--- src/rtl/sbox_affine_stage.sv ---
// GF(2)-affine stage of the AES byte-substitution path (forward and inverse maps),
// followed by a 2-entry valid/ready buffer whose head register drives the outputs.
module sbox_affine_stage #(
    parameter int COUNT_W = 16
) (
    input  logic               clk,
    input  logic               rst,
    input  logic               in_valid,
    output logic               in_ready,
    input  logic [7:0]         in_byte,
    input  logic               in_dir,
    output logic               out_valid,
    input  logic               out_ready,
    output logic [7:0]         out_byte,
    output logic               out_dir,
    output logic [COUNT_W-1:0] byte_count
);

    localparam logic [7:0] FWD_C = 8'h63;
    localparam logic [7:0] INV_D = 8'h05;

    logic [7:0] fwd_b;
    logic [7:0] inv_b;
    logic [8:0] new_entry;

    for (genvar gi = 0; gi < 8; gi++) begin : g_affine
        assign fwd_b[gi] = in_byte[gi] ^ in_byte[(gi + 4) % 8] ^ in_byte[(gi + 5) % 8]
                         ^ in_byte[(gi + 6) % 8] ^ in_byte[(gi + 7) % 8] ^ FWD_C[gi];
        assign inv_b[gi] = in_byte[(gi + 2) % 8] ^ in_byte[(gi + 5) % 8]
                         ^ in_byte[(gi + 7) % 8] ^ INV_D[gi];
    end

    assign new_entry = {in_dir, (in_dir ? inv_b : fwd_b)};

    logic [1:0]         occ_q, occ_d;
    logic [8:0]         head_q, head_d;
    logic [8:0]         tail_q, tail_d;
    logic               in_ready_q, in_ready_d;
    logic [COUNT_W-1:0] count_q, count_d;
    logic               push;
    logic               pop;

    assign push = in_valid && in_ready_q;
    assign pop  = (occ_q != 2'd0) && out_ready;

    // Head is always the oldest entry; tail only holds the second entry when full.
    always_comb begin
        occ_d   = occ_q;
        head_d  = head_q;
        tail_d  = tail_q;
        count_d = count_q;
        if (push && !pop) begin
            occ_d = occ_q + 2'd1;
        end else if (pop && !push) begin
            occ_d = occ_q - 2'd1;
        end
        if (pop) begin
            count_d = count_q + 1'b1;
            if (occ_q == 2'd2) begin
                head_d = tail_q;
            end else if (push) begin
                head_d = new_entry;
            end
        end else if (push) begin
            if (occ_q == 2'd0) begin
                head_d = new_entry;
            end else begin
                tail_d = new_entry;
            end
        end
        in_ready_d = (occ_d < 2'd2);
    end

    always_ff @(posedge clk or posedge rst) begin
        if (rst) begin
            occ_q      <= 2'd0;
            head_q     <= 9'd0;
            tail_q     <= 9'd0;
            in_ready_q <= 1'b0;
            count_q    <= '0;
        end else begin
            occ_q      <= occ_d;
            head_q     <= head_d;
            tail_q     <= tail_d;
            in_ready_q <= in_ready_d;
            count_q    <= count_d;
        end
    end

    assign in_ready   = in_ready_q;
    assign out_valid  = (occ_q != 2'd0);
    assign out_byte   = head_q[7:0];
    assign out_dir    = head_q[8];
    assign byte_count = count_q;

endmodule
--- config.mk ---
export PLATFORM = sky130hd
export DESIGN_NAME = sbox_affine_stage
export DESIGN_NICKNAME = d
export VERILOG_FILES = /design/src/rtl/sbox_affine_stage.sv
export SDC_FILE = /design/constraint.sdc
export NUM_CORES = 1
export LEC_CHECK = 0
export BUFFER_PORTS_ARGS = -buffer_cell sky130_fd_sc_hd__buf_2
export CORE_UTILIZATION = 25
export CTS_BUF_LIST = sky130_fd_sc_hd__clkbuf_4
export CTS_CLUSTER_DIAMETER = 120
export DETAILED_ROUTE_END_ITERATION = 8
export PLACE_DENSITY = 0.52
export SYNTH_ARGS = -nofsm -noshare
export SYNTH_HDL_FRONTEND = slang
export SYNTH_SLANG_ARGS = --single-unit
--- constraint.sdc ---
create_clock -name clk -period 3.1 [get_ports clk]
set_clock_uncertainty 0.1 [all_clocks]
set_input_delay 0.62 -clock clk [delete_from_list [all_inputs] [get_ports clk]]
set_output_delay 0.62 -clock clk [all_outputs]
set_load 0.005 [all_outputs]
==> impl_metrics.json <==
{
  "outcome": "finished, final reports clean",
  "critical_path.max_fanout": 18,
  "finish.net_count": 280,
  "grt_remaining_overflow": 0,
  "netlist_area_um2": 2260,
  "global_route.usage.total_pct": 11.0,
  "ios": 40,
  "ys_ff_latch": 37,
  "cellLeakagePower_nw": 1.26,
  "fp.dieH_um": 97.2,
  "setup.worst_path.end_class": "register",
  "synth_top_family_by_area": "simple AND/OR/NAND/NOR gates",
  "fillCellCount": 941,
  "cts_num_sinks": 37,
  "worst_path_largest_cell_delay_ps": 380,
  "first_pass_grt_wire_length_um": 8380,
  "core_util_final_pct": 29.5,
  "clockBufferDepth": 2,
  "tritoncts": "yes",
  "synth_edf_count": 0,
  "drive_above_1_share_pct": 21.0,
  "slew-limit-headroom_pct": 67.7,
  "synth_fa_ha_area_share_pct": 3.32,
  "maxCapViolCount": 0,
  "irDropWorstVdd_mv": 0.233,
  "wirelength_um": 4870,
  "drc": 0,
  "critical_path_required_ps": 3250,
  "syn2layout_area_growth_pct": 14.3,
  "num_rows": 34,
  "final_common_cell": "buf_2",
  "worst-path-buf-inv": 4,
  "worstPathArrival_ps": 2230,
  "synthFlopType": "dfrtp_1",
  "total_cts_buffers": 5,
  "detailed_place_hpwl_um": 3590,
  "netlist_instances": 224,
  "yosysWarnings": 0,
  "post-cts-setup-buffer-count": 0,
  "synth-simple-area-share_pct": 20.4,
  "worst-setup-path-type": "register to register",
  "antenna-diode-count": 0,
  "core-area_um2": 8760,
  "buffer_ports.inserted": 39,
  "wire_per_inst_um": 13.2,
  "largest_net_degree_at_the_start_of_global_routing": 38,
  "maxClockFrequency_mhz": 481,
  "layout.area.seq_um2": 926,
  "cp_cell_sequence": "inv_1 > ha_1 > nor2b_1 > buf_4 > inv_2 > ha_1 > nor3_2 > buf_4 > o21ai_0 > o22ai_1",
  "critical-path-slowest-cell": "dfrtp_1",
  "final_antenna_net_count": 0,
  "finalCritPeriodShare_pct": 67.1,
  "clock_insertion_delay_worst_skew_ps": 340,
  "mean_post_synth_cell_area_um2": 10.1,
  "die_width_um": 97.2,
  "gpl.final_weighted_congestion": 0.752,
  "avgViaCountPerCell": 4.56,
  "p_per_area_nw_per_um2": 675,
  "combined_area_of_the_multi_input_logic_cells_um2": 1210,
  "timing.critical_path.max_delay_family": "buffers and inverters",
  "rsz_0062_raised_after_global_routing": "false",
  "startpoint_type": "register",
  "tightestPinTransition_ps": 484,
  "drt_iter0_drcs": 77,
  "post_synth_mux_area_share_pct": 0,
  "design.die.area_um2": 9440,
  "drt-pass1-iter-count": 4,
  "number_of_antenna_violations_at_the_first_check_in_global_routing": 0,
  "yosys.cell_types.count": 40,
  "hold_buffers": 0,
  "synth.yosys.seq_area_share_pct": 40.9,
  "post_cts_resized": 0,
  "totalNegativeSetupSlack_ps": 0,
  "number_of_global_route_vias_before_repair": 1654,
  "route.vias.total": 1686,
  "cts_root_buffer": "clkbuf_4",
  "synthArstFlopShare_pct": 100,
  "final.min_clock_period_ps": 2080,
  "postSynthNetCount": 243,
  "hold_path.class": "input pin to asynchronous set/reset pin",
  "cts_htree_levels": 2,
  "clk_transition_reported_paths_ps": 120,
  "mostFrequentLayoutCells": "buf_2, dfrtp_1, nand2_1, xnor2_1, nor2_1",
  "report.final.hold_viol_count": 0,
  "timing_max_transition_violations_final": 0,
  "post_synth_xor_area_fraction_pct": 17.2,
  "complex_gate_fraction_of_the_synthesized_area_pct": 12.3,
  "floorplan.initialDensity_pct": 25.8,
  "number_of_setup_violations_in_the_final_report": 0
}
[synth_stat cells, types with 5 or more instances]
library cell	n	area share (%)
nand2_1	21	3.5
ha_1	6	3.3
dfrtp_1	37	41
nand2b_1	5	1.4
nor3_1	10	2.2
a31oi_1	5	1.4
nand3_1	9	2.0
inv_1	10	1.7
xor3_1	7	7.4
and2_1	11	3.0
xnor2_1	19	7.4
o21ai_0	5	1.1
nor2_1	15	2.5
buf_2	6	1.3
[routing by layer]
layer | vias up | share of wire [%] | global-route usage, % | routed length, um
met3 | 4 | 3.8 | 3.09 | 186
met4 | 0 | 0.86 | 2.41 | 42
met2 | 26 | 44 | 17.2 | 2170
met5 | - | 0 | 0 | 0
met1 | 809 | 51 | 15.2 | 2470
li1 | 847 | - | - | -
[final cells by class]
type | instances | area share (%)
inverters | 12 | 1.74
well taps | 108 | 5.22
clock inverters | 3 | 0.484
multi-input cells | 162 | 46.6
flip-flops and latches | 37 | 35.8
repair buffers | 43 | 8.70
clock buffers | 5 | 1.45
[flip-flops by register name, summed over array words and instances (netlist names)]
register	cells
byte_count	16
head_q	9
in_ready	1
occ_q	2
tail_q	9
[worst register-to-register path, cell delays in order, from the launching register on]
cell and delay [ps]:
dfrtp_1 380, inv_1 70, ha_1 250, nor2b_1 120, buf_4 160, inv_2 90
ha_1 190, nor3_2 160, buf_4 230, o21ai_0 120, o22ai_1 120
[power breakdown]
part / internal, mW / switching (mW) / leakage [nW]
logic: 0.347 / 0.365 / 0.772
clock network: 0.0822 / 0.162 / 0.0300
registers: 0.658 / 0.133 / 0.459
[final timing paths]
check | start | end | slack (ps) | cells after the start
setup / recovery | occ_q[0] | head_q[7] | 1020 | 10
hold / removal | rst | byte_count[9] | 280 | 3
setup reg to reg | occ_q[0] | head_q[7] | 1020 | 10
hold reg to reg | byte_count[15] | byte_count[15] | 370 | 1
max in group asynchronous | rst | tail_q[7] | 2270 | 3
min in group clk | byte_count[15] | byte_count[15] | 370 | 1
[stage by stage]
step                total power, mW  setup WS [ps]  hold slack, ps  instance area [um^2]  cells
detailed placement             1.53            948             363                  2540    362
CTS                            1.78            999             292                  2590    370
global placement               1.52            968             367                  2540    362
finish                         1.75           1020             275                  2590    370
floorplan                      1.28           1050             350                  2260    224
global route                   1.92            802             302                  2590    370
[kinds of logic (layout without fill, tap and decap cells)]
family                   Yosys count  after routing
AO/OA/AOI/OAI                     37             37
XOR/XNOR                          31             31
adder cells (fa/ha/maj)            6              6
buffers and inverters             25             63
flip-flops                        37             37
AND/OR/NAND/NOR                   88             88
No activity file was read; power rests on OpenSTA's default activity.
